$ cat src/rtl/mips_mem_pkg.sv
// Shared definitions for the MEM-stage load/store path: size codes,
// store FSM states and byte-enable patterns.
package mips_mem_pkg;

   localparam logic [1:0] SIZE_BYTE = 2'b00;
   localparam logic [1:0] SIZE_HALF = 2'b01;
   localparam logic [1:0] SIZE_WORD = 2'b10;
   localparam logic [1:0] SIZE_RSVD = 2'b11;

   localparam logic [3:0] BE_ALL     = 4'b1111;
   localparam logic [3:0] BE_LO_HALF = 4'b0011;
   localparam logic [3:0] BE_HI_HALF = 4'b1100;

   typedef enum logic [1:0] {
      IDLE = 2'd0,
      REQ  = 2'd1,
      DONE = 2'd2,
      EXC  = 2'd3
   } store_state_e;

endpackage

$ cat src/rtl/store_lane_pack.sv
// Combinational store lane packer: replicates the stored value onto every
// byte lane and selects the lanes to write. Little-endian lane numbering.
// Optional macro: STORE_ALIGN_CHECK_EN enables the misalignment flag; without
// it narrow sizes ignore the low address bits they do not need and the
// reserved size behaves as a word.
module store_lane_pack
   import mips_mem_pkg::*;
(
   input  logic [1:0]  st_size,
   input  logic [1:0]  addr_lo,
   input  logic [31:0] st_data,
   output logic [31:0] wdata,
   output logic [3:0]  be,
   output logic        misalign_raw
);

   // Size decode into replicated data, byte enables and alignment fault.
   always_comb begin
      wdata        = st_data;
      be           = BE_ALL;
      misalign_raw = 1'b0;
      case (st_size)
         SIZE_BYTE: begin
            wdata = {4{st_data[7:0]}};
            be    = 4'b0001 << addr_lo;
         end
         SIZE_HALF: begin
            wdata = {2{st_data[15:0]}};
            be    = addr_lo[1] ? BE_HI_HALF : BE_LO_HALF;
`ifdef STORE_ALIGN_CHECK_EN
            misalign_raw = addr_lo[0];
`endif
         end
         SIZE_WORD: begin
`ifdef STORE_ALIGN_CHECK_EN
            misalign_raw = (addr_lo != 2'b00);
`endif
         end
         default: begin
`ifdef STORE_ALIGN_CHECK_EN
            misalign_raw = 1'b1;
`endif
         end
      endcase
   end

endmodule

$ cat src/rtl/store_unit.sv
// MEM-stage store unit: accepts one store, holds the packed write on the
// memory port until acknowledged, and reports done / misalign to control.
// Optional macro: STORE_ALIGN_CHECK_EN (misaligned stores take the EXC path).
//
// state | meaning
// IDLE  | waiting for a store; st_ready high unless reset
// REQ   | mem_req high, address/data/enables held until mem_ack
// DONE  | write acknowledged; one-cycle done pulse
// EXC   | misaligned store rejected; one-cycle misalign pulse
module store_unit
   import mips_mem_pkg::*;
#(
   parameter int ADDR_W = 32,
   parameter int DATA_W = 32
)
(
   input  logic                  clk,
   input  logic                  reset,
   input  logic                  st_valid,
   output logic                  st_ready,
   input  logic [1:0]            st_size,
   input  logic [ADDR_W-1:0]     st_addr,
   input  logic [DATA_W-1:0]     st_data,
   output logic                  mem_req,
   output logic [ADDR_W-1:0]     mem_addr,
   output logic [DATA_W-1:0]     mem_wdata,
   output logic [DATA_W/8-1:0]   mem_be,
   input  logic                  mem_ack,
   output logic                  busy,
   output logic                  done,
   output logic                  misalign
);

   store_state_e        state, state_nxt;
   logic                accept;
   logic [DATA_W-1:0]   pack_wdata;
   logic [DATA_W/8-1:0] pack_be;
   logic                misalign_raw;

   store_lane_pack u_pack (
      .st_size      (st_size),
      .addr_lo      (st_addr[1:0]),
      .st_data      (st_data),
      .wdata        (pack_wdata),
      .be           (pack_be),
      .misalign_raw (misalign_raw)
   );

   assign st_ready = (state == IDLE) & ~reset;

   // State register; reset returns to IDLE and abandons any pending write.
   always_ff @(posedge clk) begin
      if (reset) state <= IDLE;
      else       state <= state_nxt;
   end

   // Next-state logic and accept strobe.
   always_comb begin
      state_nxt = state;
      accept    = 1'b0;
      case (state)
         IDLE: begin
            if (st_valid & st_ready) begin
               accept    = 1'b1;
               state_nxt = misalign_raw ? EXC : REQ;
            end
         end
         REQ:     if (mem_ack) state_nxt = DONE;
         DONE:    state_nxt = IDLE;
         EXC:     state_nxt = IDLE;
         default: state_nxt = IDLE;
      endcase
   end

   // Registered outputs follow the next state so they line up with it;
   // the memory port payload is captured only on accept and held after.
   always_ff @(posedge clk) begin
      if (reset) begin
         mem_req   <= 1'b0;
         busy      <= 1'b0;
         done      <= 1'b0;
         misalign  <= 1'b0;
         mem_addr  <= '0;
         mem_wdata <= '0;
         mem_be    <= '0;
      end else begin
         mem_req  <= (state_nxt == REQ);
         busy     <= (state_nxt != IDLE);
         done     <= (state_nxt == DONE);
         misalign <= (state_nxt == EXC);
         if (accept) begin
            mem_addr  <= {st_addr[ADDR_W-1:2], 2'b00};
            mem_wdata <= pack_wdata;
            mem_be    <= pack_be;
         end
      end
   end

endmodule

$ cat config.mk
export PLATFORM = sky130hd
export DESIGN_NAME = store_unit
export DESIGN_NICKNAME = d
export VERILOG_FILES = /design/src/rtl/mips_mem_pkg.sv /design/src/rtl/store_lane_pack.sv /design/src/rtl/store_unit.sv
export SDC_FILE = /design/constraint.sdc
export NUM_CORES = 1
export LEC_CHECK = 0
export CAP_MARGIN = 30
export CORE_MARGIN = 4
export CORE_UTILIZATION = 44
export CTS_BUF_LIST = sky130_fd_sc_hd__clkbuf_8
export CTS_CLUSTER_DIAMETER = 50
export CTS_CLUSTER_SIZE = 20
export DETAILED_ROUTE_END_ITERATION = 10
export PLACE_DENSITY = 0.87
export SETUP_SLACK_MARGIN = 0.15
export SKIP_LAST_GASP = 1
export SYNTH_ARGS = -nofsm -noshare
export SYNTH_HDL_FRONTEND = slang
export SYNTH_SLANG_ARGS = --single-unit
$ cat constraint.sdc
create_clock -name clk -period 3.27 [get_ports clk]
set_clock_uncertainty 0.05 [all_clocks]
set_input_delay 0.654 -clock clk [delete_from_list [all_inputs] [get_ports clk]]
set_output_delay 0.654 -clock clk [all_outputs]
set_load 0.01 [all_outputs]
==> parameters.txt <==
Parameter                              Value

Run status
  Run status ... finished clean

GRT
  Number of antenna violations at the first check in global routing ... 0
  Largest net degree at the start of global routing ... 85
  Total track usage ... 0.215
  First-pass GRT wire length ... about 13,000 um
  Vias in the first global route ... about 2,700
  GR Overflow Total ... 0

Worst hold path
  Class of the most critical hold timing path ... reg2reg
  Hold Path End ... mem_addr[7]$_SDFFE_PP0P_
  Min-Delay Startpoint ... mem_addr[7]$_SDFFE_PP0P_
  Hold Path Stages ... 2

Floorplanning
  Die outline width ... around 88 um
  Area of the core region ... slightly above 0.006 sq mm
  DIE AREA ... between 0.007 and 0.008 sq mm
  Die extent in y ... just under 90 um
  Site row count ... 28
  Starting Density ... 0.465
  IO Pins ... around 140

Final layout
  Most frequent cells in the layout ... sky130_fd_sc_hd__clkdlybuf4s50_1, sky130_fd_sc_hd__nand2_1, sky130_fd_sc_hd__dfxtp_1, sky130_fd_sc_hd__a21oi_1, sky130_fd_sc_hd__o21ai_0
  Commonest non-fill, non-tap cell in the layout ... sky130_fd_sc_hd__clkdlybuf4s50_1
  Cell area after layout ... 0.00442 sq mm
  Storage element area ... ~0.0014 sq mm
  Final net count ... approximately 540
  Area growth syn-to-layout ... 56.1%
  # fillers ... roughly 520
  Share of layout cells above drive strength 1 ... 0.0532
  Count of inserted antenna diode cells ... 0
  Area of the multi-input gates ... around 0.0012 sq mm

Clocking
  Clock root buffer master ... sky130_fd_sc_hd__clkbuf_8
  Worst-path clk slew ... approximately 0.060 ns
  Count of hold buffers inserted by post-cts repair ... 0
  Number of buffers created by CTS ... 9
  Htree depth ... 3
  Post-CTS Repair Setup Buffers ... 0
  Resize count post-CTS ... 0
  CTS tree ... built
  Clock Tree Buf Depth ... 2
  Sink Count ... 72
  Clock latency on the worst-skew pair ... approximately 0.34 ns

Synthesis
  Yosys top cell by area ... sky130_fd_sc_hd__dfxtp_1
  Warning count from the yosys run ... 0
  Main area contributors after synthesis ... sky130_fd_sc_hd__dfxtp_1, sky130_fd_sc_hd__nand2_1, sky130_fd_sc_hd__a21oi_1
  Gate Count Post-Synth ... 338
  Mapped Area ... about 0.0028 sq mm
  Sequential cell area fraction in the yosys report ... 0.509
  Average cell area after synthesis ... between 8 and 9 sq um
  Number of different library cells in the post-synthesis netlist ... 24
  Yosys reg bits ... 72
  Share of Yosys cell area claimed by the top area cell type ... 0.509

Critical path
  Launching element type of the critical path ... primary input
  Critical-path maximum fanout ... 27
  Worst path top cell family by delay ... buffers and inverters
  CP peak stage delay ... 0.56 ns
  Critical-path top delay cell ... sky130_fd_sc_hd__clkdlybuf4s50_1
  Nature of the critical path endpoint ... primary output
  Origin of the critical flop-to-flop path ... state[1]$_SDFF_PP0_
  Data required time at the worst endpoint ... 2.57 ns
  Reg-to-reg slack, setup ... about 1.5 ns
  R2R depth ... 3
  Terminus of the critical flop-to-flop path ... mem_be[0]$_SDFFE_PP0P_
  WS Path Type ... in2out
  Data arrival, critical path ... 1.68 ns
  Crit-path cells ... buf_2 -> nor3_1 -> clkdlybuf4s50_1
  CP Buf/Inv Count ... 2

Timing
  Time the worst path needs with I/O delays and setup ... roughly 2.4 ns
  Sum Neg Setup Slack ... 0 ns
  Highest clock rate ... 0.419 GHz
  Actual slew at the worst max-slew pin ... roughly 0.64 ns
  Number of failing hold endpoints at the final stage ... 0
  Portion of the clock cycle consumed by the worst path in the final layout ... 0.730
  Relative slew margins ... 0.570
  Max Slew Vio Count ... 0
  Endpoints failing setup ... 0
  Setup repair after global routing missed its margin ... no

Place
  Placement-stage cell area ... roughly 0.0042 sq mm
  Estimated wirelength of the detail-placed design ... between 5000 and 6000 um
  Port Buffer Count ... 140
  GP Congestion ... between 0.8 and 0.9

Power
  Combinational Power Share ... 0.187
  Net switching power ... slightly above 0.5 mW
  Leak pwr ... approximately 1.6 nW
  Internal power ... about 1.5 mW
  Pwr Density ... 457 mW/mm^2
  Part of the total power dissipated in the clock network ... 0.339
  Switching portion of total power ... 0.253
  Part of the power in registers ... 0.475
  VDD IR max ... a little under 400 uV

Drt
  Vias per Instance ... 5.12
  DRT Pass-1 Iters ... 4
  Drt total wl ... ~8300 um
  Residual DRC ... 0
  DRT antenna net count ... 0
  Starting DRT DRC Count ... approximately 130
  Routed via count ... between 2,000 and 3,000
  Wire per inst ... ~15 um

Job
  Max-capacitance violation count ... 0
metrics by stage:
stage	setup WS, ns	instances	power (mW)	util	hold slack [ns]
floorplan	1.30	340	1.14	-	0.431
global placement	0.844	530	1.35	0.694	0.392
detailed placement	0.787	530	1.36	0.694	0.396
CTS	0.870	545	2.04	0.726	0.405
global route	0.832	545	2.13	0.726	0.427
finish	0.884	545	2.02	0.726	0.404
flip-flops by register name, indices dropped and copies added (netlist names):
register,count
mem_be,4
mem_addr,30
busy,1
done,1
misalign,1
mem_req,1
state,2
mem_wdata,32
area by class of cell:
class	instances	share of cell area
flip-flops and latches	72	0.326
repair buffers	144	0.325
multi-input cells	237	0.282
clock buffers	10	0.0311
well taps	75	0.0212
clock inverters	5	0.0127
inverters	2	0.00170
worst register-to-register path: cells and delay by family (launching register included):
family / cells / cell delay [ns]
AND/OR/NAND/NOR: 2 / 0.91
flip-flops: 1 / 0.40
AO/OA/AOI/OAI: 1 / 0.29
worst max path at each step:
stage	startpoint	end	slack, ns	cells past startpoint
floorplan	reset	st_ready	1.30	3
global placement	st_valid	mem_be[2]$_SDFFE_PP0P_	0.84	4
detailed placement	st_valid	mem_be[0]$_SDFFE_PP0P_	0.79	4
CTS	reset	st_ready	0.87	3
global route	reset	st_ready	0.83	3
finish	reset	st_ready	0.88	3
synthesized netlist by cell type:
cell	count
sky130_fd_sc_hd__clkbuf_1	11
sky130_fd_sc_hd__nand2_1	85
sky130_fd_sc_hd__conb_1	1
sky130_fd_sc_hd__mux2i_1	8
sky130_fd_sc_hd__o21ai_0	26
sky130_fd_sc_hd__buf_6	2
sky130_fd_sc_hd__nand3b_1	8
sky130_fd_sc_hd__nor2b_1	8
sky130_fd_sc_hd__nand2b_1	1
sky130_fd_sc_hd__a311oi_1	10
sky130_fd_sc_hd__or2_2	1
sky130_fd_sc_hd__nor2_1	22
sky130_fd_sc_hd__a21oi_1	38
sky130_fd_sc_hd__buf_1	1
sky130_fd_sc_hd__nor4b_2	1
sky130_fd_sc_hd__buf_4	4
sky130_fd_sc_hd__inv_1	2
sky130_fd_sc_hd__or4b_4	1
sky130_fd_sc_hd__dfxtp_1	72
sky130_fd_sc_hd__nor3_1	5
sky130_fd_sc_hd__buf_2	11
sky130_fd_sc_hd__nor4b_1	2
sky130_fd_sc_hd__a211oi_1	16
sky130_fd_sc_hd__a211oi_2	2
per-layer routing:
metal | vias to the layer above | wire length (um) | global-route usage | part of all wire
met5 | - | 0 | 0 | 0
met4 | 0 | 148 | 0.0838 | 0.018
met3 | 16 | 801 | 0.0708 | 0.097
met2 | 115 | 4040 | 0.360 | 0.49
met1 | 1258 | 3270 | 0.254 | 0.40
li1 | 1401 | - | - | -
cell families after synthesis:
kind of cell	after synthesis	synth area share
flops	72	0.509
buf+inv	31	0.0565
other cells	1	0.00132
simple gates	134	0.210
compound gates	92	0.195
mux	8	0.0283
power by group through the flow:
stage	logic (mW)	clock network (mW)	registers (mW)
3_5_place_dp	0.379	0	0.979
5_1_grt	0.410	0.753	0.966
6_report	0.377	0.685	0.959
3_3_place_gp	0.372	0	0.976
4_1_cts	0.381	0.702	0.960
2_1_floorplan	0.135	0	1.00
Note: power is estimated with default switching activity, not from simulation.
